## src/rtl/serial_adder_au_pkg.sv

```systemverilog
// Shared definitions for the bit-serial adder arithmetic unit:
// FSM state encoding and the default operand width.
package serial_adder_au_pkg;

   localparam int DEFAULT_WIDTH = 5;

   localparam logic [1:0] ST_IDLE = 2'd0;
   localparam logic [1:0] ST_RUN  = 2'd1;
   localparam logic [1:0] ST_DONE = 2'd2;

endpackage : serial_adder_au_pkg

```

## src/rtl/serial_adder_au_full_adder.sv

```systemverilog
// One-bit full adder built from gate primitives; the only arithmetic cell
// of the serial adder.
module full_adder
   import serial_adder_au_pkg::*;
(
   output logic sum,
   output logic cout,
   input  logic a,
   input  logic b,
   input  logic cin
);

   logic w_ab_xor;
   logic w_ab_and;
   logic w_prop_and;

   xor g_x0 (w_ab_xor, a, b);
   xor g_x1 (sum, w_ab_xor, cin);
   and g_a0 (w_ab_and, a, b);
   and g_a1 (w_prop_and, w_ab_xor, cin);
   or  g_o0 (cout, w_ab_and, w_prop_and);

endmodule : full_adder

```

## src/rtl/serial_adder_au.sv

```systemverilog
// Bit-serial WIDTH-bit adder: one full-adder cell plus a carry flip-flop,
// LSB first, with sum / carry-out / signed overflow and a one-cycle done pulse.
module serial_adder_au
   import serial_adder_au_pkg::*;
#(
   parameter int WIDTH = DEFAULT_WIDTH
) (
   input  logic             clk,
   input  logic             rst,
   input  logic             start,
   input  logic [WIDTH-1:0] a,
   input  logic [WIDTH-1:0] b,
   input  logic             cin,
   output logic             ready,
   output logic             done,
   output logic [WIDTH-1:0] sum,
   output logic             carry_out,
   output logic             overflow
);

   localparam int            CW       = $clog2(WIDTH);
   localparam logic [CW-1:0] CNT_LAST = CW'(WIDTH - 1);

   logic [1:0]       r_state;
   logic [WIDTH-1:0] r_a_sr;
   logic [WIDTH-1:0] r_b_sr;
   logic [WIDTH-2:0] r_sum_sr;
   logic             r_c;
   logic [CW-1:0]    r_cnt;
   logic [WIDTH-1:0] r_sum;
   logic             r_carry_out;
   logic             r_overflow;

   logic             w_s;
   logic             w_cout;
   logic [WIDTH-1:0] w_sum_full;

   full_adder u_fa (
      .sum  (w_s),
      .cout (w_cout),
      .a    (r_a_sr[0]),
      .b    (r_b_sr[0]),
      .cin  (r_c)
   );

   // The new bit enters at the MSB; on the last RUN cycle this is the whole sum.
   assign w_sum_full = {w_s, r_sum_sr};

   // NOTE: state is updated with non-blocking assignments so every register
   // samples the values from before this edge, whatever the statement order.
   always_ff @(posedge clk) begin
      if (rst) begin
         // NOTE: datapath registers are reset too, so an aborted run leaves
         // no stale operand or partial sum behind.
         r_state     <= ST_IDLE;
         r_a_sr      <= '0;
         r_b_sr      <= '0;
         r_sum_sr    <= '0;
         r_c         <= 1'b0;
         r_cnt       <= '0;
         r_sum       <= '0;
         r_carry_out <= 1'b0;
         r_overflow  <= 1'b0;
      end else begin
         case (r_state)
            ST_IDLE: begin
               if (start) begin
                  r_a_sr  <= a;
                  r_b_sr  <= b;
                  r_c     <= cin;
                  r_cnt   <= '0;
                  r_state <= ST_RUN;
               end
            end
            ST_RUN: begin
               r_c      <= w_cout;
               r_a_sr   <= r_a_sr >> 1;
               r_b_sr   <= r_b_sr >> 1;
               r_sum_sr <= w_sum_full[WIDTH-1:1];
               r_cnt    <= r_cnt + CW'(1);
               if (r_cnt == CNT_LAST) begin
                  // r_c here is the carry into the MSB.
                  r_sum       <= w_sum_full;
                  r_carry_out <= w_cout;
                  r_overflow  <= r_c ^ w_cout;
                  r_state     <= ST_DONE;
               end
            end
            ST_DONE: r_state <= ST_IDLE;
            default: r_state <= ST_IDLE;
         endcase
      end
   end

   assign ready     = (r_state == ST_IDLE);
   assign done      = (r_state == ST_DONE);
   assign sum       = r_sum;
   assign carry_out = r_carry_out;
   assign overflow  = r_overflow;

endmodule : serial_adder_au
```

## config.mk

```make
export PLATFORM = sky130hd
export DESIGN_NAME = serial_adder_au
export DESIGN_NICKNAME = d
export VERILOG_FILES = /design/src/rtl/serial_adder_au_pkg.sv /design/src/rtl/serial_adder_au_full_adder.sv /design/src/rtl/serial_adder_au.sv
export SDC_FILE = /design/constraint.sdc
export NUM_CORES = 1
export LEC_CHECK = 0
export ABC_AREA = 1
export CORE_MARGIN = 4
export CORE_UTILIZATION = 46
export DETAILED_ROUTE_END_ITERATION = 10
export GPL_TIMING_DRIVEN = 1
export PLACE_DENSITY = 0.74
export SYNTH_ARGS = -nofsm -noshare
export SYNTH_HDL_FRONTEND = slang
export SYNTH_SLANG_ARGS = --single-unit
```

## constraint.sdc

```tcl
create_clock -name clk -period 1.2 [get_ports clk]
set_input_delay 0.24 -clock clk [delete_from_list [all_inputs] [get_ports clk]]
set_output_delay 0.24 -clock clk [all_outputs]
set_load 0.02 [all_outputs]
```

==> out/metrics.cfg, run 1 <==
[timing]
final.setup_skew_ps=6.27
min_period_ps=1230
total_count_of_max_transition_violations_in_the_final_report=0
layout_setup_ws_ps=-26.5
worst-slew-pin-transition_ps=156
achievable-frequency_mhz=815
min_period_over_period_pct=102
slew_headroom_pct=89.5
finalHoldViolations=0
final-setup-viol-count=2
rsz0062_at_grt=true

[finish]
drive_gt1_share_pct=23.4
finish.instance_area_sq_um=1710
final_common_cell=sky130_fd_sc_hd__nand2_1
multi_input_comb_area_sq_um=598
design.final.nets=253
top_library_cells_by_usage_in_the_layout_fill_and_taps_aside=sky130_fd_sc_hd__nand2_1, sky130_fd_sc_hd__inv_1, sky130_fd_sc_hd__nor2_1
post_route_core_utilization_pct=67.3
num_antenna_cells=0
regArea_sq_um=557
fillCellCount=220
layout-area-overhead-vs-synth_pct=35.8
layout.cells.non_filler=265

[run_status]
failed_checks=setup timing
run_status=complete, but fails checks

[global_routing]
grt_pass1_wl_um=4260
first_global_vias=1078
antenna_violations_before_repair=0
met1_usage_pct=16.6
grt-busiest-layer=met2
met2_track_usage_gr_pct=29.6
groute.layer.met3.usage_pct=2.55
grt_start_max_net_pins=23
groute.usage.overall_pct=15.5
overflow=0

[synthesis]
synthesis.instances=198
synth_area_leaders=sky130_fd_sc_hd__dfxtp_1, sky130_fd_sc_hd__nand2_1, sky130_fd_sc_hd__inv_1, sky130_fd_sc_hd__nor2_1, sky130_fd_sc_hd__a21oi_1
share_of_the_synthesized_area_in_the_top_cell_type_pct=42.9
synth.net_count=215
ys.warnings.count=0
netlist.top_cell.by_area=sky130_fd_sc_hd__dfxtp_1
synthDistinctLibCells=15
synth-seq-area-share_pct=42.9
syn-mean-instance-area_sq_um=6.37
postSynthRegisterBits=27
syn-cell-area_sq_um=1260

[worst_setup_path]
crit_slowest_cell=sky130_fd_sc_hd__dfxtp_4
cp-startpoint=r_state[1]
timing.critical_path.required_ps=960
critPathArrivalTime_ps=990
reg2reg_setup_slack_ps=-10
setup.worst_path.class=flip-flop to primary output
critical_path.cell_chain=inv_2 > nor2_2 > buf_6
reg2reg_start=r_a_sr[0]
startpoint_type=flip-flop
r2r.worst_path.cells=5
worst_r2r_endpoint=sum[4]
path_delay_family=flip-flops
crit_buf_inv=2
critical-path-max-stage-delay_ps=400
worstPathMaxFanout=3
end_kind=primary output

[floorplanning]
die_area_sq_um=3640
floorplan.io_pins=23
core_area_sq_um=2540
rows=18
die_width_um=60.4
die-height_um=60.4
initial_core_util_pct=49.6

[worst_hold_path]
min-delay-path-class=flip-flop to flip-flop
worstHoldPathCells=2
worstHoldStart=r_sum_sr[0]
timing.hold.worst_endpoint=r_sum_sr[0]

[clocking]
worst_skew_pair.late_latency_ps=330
h-tree-depth=1
cts_sinks=27
clock-root-buffer=sky130_fd_sc_hd__clkbuf_4
cts.path.max_buffers=2
clkSlewWorstSetupHoldPaths_ps=150
cts-buffers-inserted=3
tritoncts=built

[placed_design]
hpwlAfterDp_um=1910
placed_cells=257
place.gp.congestion=0.725
input_output_buffers=22
place_area_sq_um=1610

[power_and_ir_drop]
p_per_area_nw_per_um2=1050
vdd_ir_drop_max_uv=881
leakage_nw=0.842
pwr-share-comb_pct=22.4
p_clk_share_pct=23.0
seqPwrFrac_pct=54.6
switchingPower_uw=521
p_sw_share_pct=29.0
internal_power_mw=1.28

[route]
totalWireLength_um=2720
firstDrtPassIters=4
vias_per_cell=4.62
wire_per_inst_um=10.3
detail_route.drc_violations=0
postRouteAntennaNets=0
vias_after_detailed_routing=1224
initialDrtViolationCount=20

[run]
drv.max_cap_violation_count=0

-- cell usage after synthesis --
library cell,instances
sky130_fd_sc_hd__nand2_2,1
sky130_fd_sc_hd__ha_1,2
sky130_fd_sc_hd__o21ai_0,5
sky130_fd_sc_hd__nor2_1,30
sky130_fd_sc_hd__nand3_1,2
sky130_fd_sc_hd__o21ai_1,1
sky130_fd_sc_hd__nand2_1,69
sky130_fd_sc_hd__dfxtp_1,27
sky130_fd_sc_hd__buf_2,4
sky130_fd_sc_hd__inv_1,35
sky130_fd_sc_hd__nor2_2,1
sky130_fd_sc_hd__fa_1,1
sky130_fd_sc_hd__clkbuf_1,2
sky130_fd_sc_hd__a21oi_1,17
sky130_fd_sc_hd__buf_4,1
-- final cells by class --
class	count	share of cell area (%)
multi-input combinational	129	34.9
inverter	35	7.67
timing repair buffer	40	21.0
sequential	27	32.5
clock buffer	3	1.31
tap	30	2.19
clock inverter	1	0.438
-- repair_timing --
action	in CTS	in global routing
gates resized for setup	41	32
pin swaps	0	8
cloned	0	1
hold buffers	0	0
buffers inserted	0	3
endpoints found under the setup margin	19	24
-- power groups by stage --
stage	Sequential [mW]	Combinational, mW	Clock [mW]
2_1_floorplan	0.994	0.213	0
3_3_place_gp	0.995	0.349	0
3_5_place_dp	0.998	0.362	0
4_1_cts	0.981	0.369	0.423
5_1_grt	0.989	0.455	0.476
6_report	0.981	0.403	0.414
-- kinds of logic after synthesis --
kind of cell / count (synthesis) / synth area share (%)
buffers and inverters: 42 / 13.2
AO/OA/AOI/OAI: 23 / 9.13
flip-flops: 27 / 42.9
adder cells (fa/ha/maj): 3 / 3.57
AND/OR/NAND/NOR: 103 / 31.3
-- layer usage --
layer / routed length [um] / vias to the layer above / share of wire, %
met5: 0 / - / 0
met4: 34 / 0 / 1.3
met3: 128 / 4 / 4.7
met2: 1420 / 24 / 52
met1: 1140 / 538 / 42
li1: - / 658 / -
-- tightest hold or removal path, delay by kind of cell, from the launching register on --
| family | cells | cell delay (ps) |
|---|---|---|
| buffers and inverters | 1 | 60 |
| AO/OA/AOI/OAI | 1 | 60 |
| flip-flops | 1 | 330 |
-- flip-flops by register name (all words and copies together) (netlist names) --
signal     count
overflow       1
r_a_sr         5
r_b_sr         5
sum            5
r_state        2
r_sum_sr       4
r_c            1
carry_out      1
r_cnt          3
-- worst max path at each step --
stage | slack [ps] | endpoint | cells after the start
floorplan | 40 | overflow | 7
global placement | -110 | done | 3
detailed placement | -130 | ready | 2
CTS | -40 | done | 3
global route | -100 | done | 3
finish | -30 | done | 3
-- through the flow --
stage | TNS [ps] | hold WS (ps) | total power, mW | setup WS [ps]
floorplan | 0 | 309 | 1.21 | 36.1
global placement | -1310 | 439 | 1.34 | -109
detailed placement | -1680 | 449 | 1.36 | -129
CTS | -63.7 | 469 | 1.77 | -35.7
global route | -620 | 467 | 1.92 | -105
finish | -33.3 | 462 | 1.80 | -26.5
Note: power is estimated with default switching activity, not from simulation.
==> inputs of run 2 (changes only) <==
CORE_UTILIZATION = 43   (was 46)
PLACE_DENSITY = 0.7   (was 0.74)
==> out/metrics.cfg, run 2 (same netlist as run 1, synthesis figures left out) <==
[run_status]
run_status=complete, but fails checks
failed_checks=setup timing

[timing]
min_period_over_period_pct=101  ; -1.2 points
total_count_of_max_transition_violations_in_the_final_report=0  ; unchanged
achievable-frequency_mhz=825  ; +1.2%
totalNegativeSetupSlack_ps=-16.3  ; +17.1 ps
min_period_ps=1210  ; -15.0 ps
worst-slew-pin-transition_ps=344  ; +188 ps
slew_headroom_pct=77.0  ; -12 points
final.setup_skew_ps=5.58  ; -0.694 ps
final-setup-viol-count=2  ; unchanged
rsz0062_at_grt=true
layout_setup_ws_ps=-11.6  ; +15.0 ps
finalHoldViolations=0  ; unchanged
worst_hold_slack_ps=469  ; +6.46 ps

[floorplanning]
floorplan.io_pins=23  ; unchanged
die_area_sq_um=3860  ; +6.0%
die-height_um=62.2  ; +3.0%
rows=19  ; +1
die_width_um=62.2  ; +3.0%
initial_core_util_pct=45.3  ; -4.2 points
core_area_sq_um=2780  ; +9.3%

[finish]
drive_gt1_share_pct=22.6  ; -0.85 points
fillCellCount=259  ; +18%
finish.instance_area_sq_um=1710  ; -0.22%
final_common_cell=sky130_fd_sc_hd__nand2_1
design.final.nets=253  ; unchanged
post_route_core_utilization_pct=61.4  ; -5.9 points
num_antenna_cells=0  ; unchanged
layout.cells.non_filler=266  ; +0.38%
layout-area-overhead-vs-synth_pct=35.5
top_library_cells_by_usage_in_the_layout_fill_and_taps_aside=sky130_fd_sc_hd__nand2_1, sky130_fd_sc_hd__inv_1, sky130_fd_sc_hd__nor2_1

[clocking]
clkSlewWorstSetupHoldPaths_ps=140  ; about the same
cts-buffers-inserted=3  ; unchanged
worst_skew_pair.late_latency_ps=320  ; about the same
tritoncts=built
clock-root-buffer=sky130_fd_sc_hd__clkbuf_4
h-tree-depth=1  ; unchanged
cts_sinks=27  ; unchanged
cts.path.max_buffers=2  ; unchanged

[worst_hold_path]
min-delay-path-class=flip-flop to flip-flop
worstHoldPathCells=2  ; unchanged

[power_and_ir_drop]
p_per_area_nw_per_um2=1030  ; -1.9%
vdd_ir_drop_max_uv=725  ; -18%
leakage_nw=0.847  ; +0.65%
p_total_mw=1.76  ; -2.1%

[worst_setup_path]
critPathArrivalTime_ps=970  ; -20 ps
end_kind=primary output
timing.critical_path.required_ps=960  ; about the same
startpoint_type=flip-flop
r2r.worst_path.cells=7  ; +2
worstPathMaxFanout=3  ; unchanged
setup.worst_path.class=flip-flop to primary output

[route]
wire_per_inst_um=8.65  ; -16%
totalWireLength_um=2300  ; -15%
firstDrtPassIters=4  ; unchanged
vias_per_cell=4.39  ; -4.9%
postRouteAntennaNets=0  ; unchanged
initialDrtViolationCount=53  ; +170%
vias_after_detailed_routing=1168  ; -4.6%
detail_route.drc_violations=0  ; unchanged

[global_routing]
first_global_vias=1022  ; -5.2%
groute.usage.overall_pct=12.2  ; -3.3 points
antenna_violations_before_repair=0  ; unchanged
grt_pass1_wl_um=3970  ; -6.8%
grt_start_max_net_pins=21  ; -8.7%
overflow=0  ; unchanged

[placed_design]
place.gp.congestion=0.747  ; +3.1%
place_area_sq_um=1650  ; +2.2%
hpwlAfterDp_um=1740  ; -9.0%
input_output_buffers=22  ; unchanged
placed_cells=261  ; +1.6%
setup_slack_at_placement_ps=-181  ; -51.7 ps

[run]
drv.max_cap_violation_count=0  ; unchanged

-- run 2: cell types whose count changed in the layout (fill, tap and decap cells not counted), moves of 2 or more --
cell	delta
sky130_fd_sc_hd__o21ai_1	-2
sky130_fd_sc_hd__dfxtp_4	-2
sky130_fd_sc_hd__dfxtp_2	+3
sky130_fd_sc_hd__nor2_4	-2
-- run 2: layer usage --
layer	global-route usage, %	routed length (um)	share of wire [%]
met5	0	0	0
met4	5.69	31	1.3
met3	2.52	110	4.8
met2	20.7	1040	45
met1	14.6	1120	49
-- run 2: critical path, stage by stage (launching register included) --
cell                      delay (ps)
sky130_fd_sc_hd__dfxtp_2         380
sky130_fd_sc_hd__inv_2            50
sky130_fd_sc_hd__nor2_2          110
sky130_fd_sc_hd__buf_6           120
-- run 2: cell type report --
type	instances	area (sq um)	share of cell area [%]
Tap cell	31	38.8	2.27
Timing Repair Buffer	40	372	21.7
Inverter	35	131	7.69
Clock buffer	3	22.5	1.32
Clock inverter	1	5.00	0.293
Multi-Input combinational cell	129	587	34.3
Sequential cell	27	553	32.4
-- run 2: what timing repair did --
| action | CTS | global route |
|---|---|---|
| pin swaps | 0 | 5 |
| resized for setup | 38 | 27 |
| hold buffers | 0 | 0 |
| buffers inserted | 1 | 0 |
| endpoints found under the setup margin | 24 | 30 |
-- run 2: final timing paths --
kind          startpoint           to  slack (ps)
max reg2reg   r_state[0]     overflow          20
min          r_sum_sr[0]  r_sum_sr[0]         470
max           r_state[1]         done         -10
min reg2reg  r_sum_sr[0]  r_sum_sr[0]         470
-- run 2: where the power goes --
group	leakage, nW	internal (mW)	total (mW)	switching (mW)
Combinational	0.604	0.200	0.393	0.193
Clock	0.0177	0.125	0.385	0.261
Sequential	0.226	0.954	0.981	0.0268
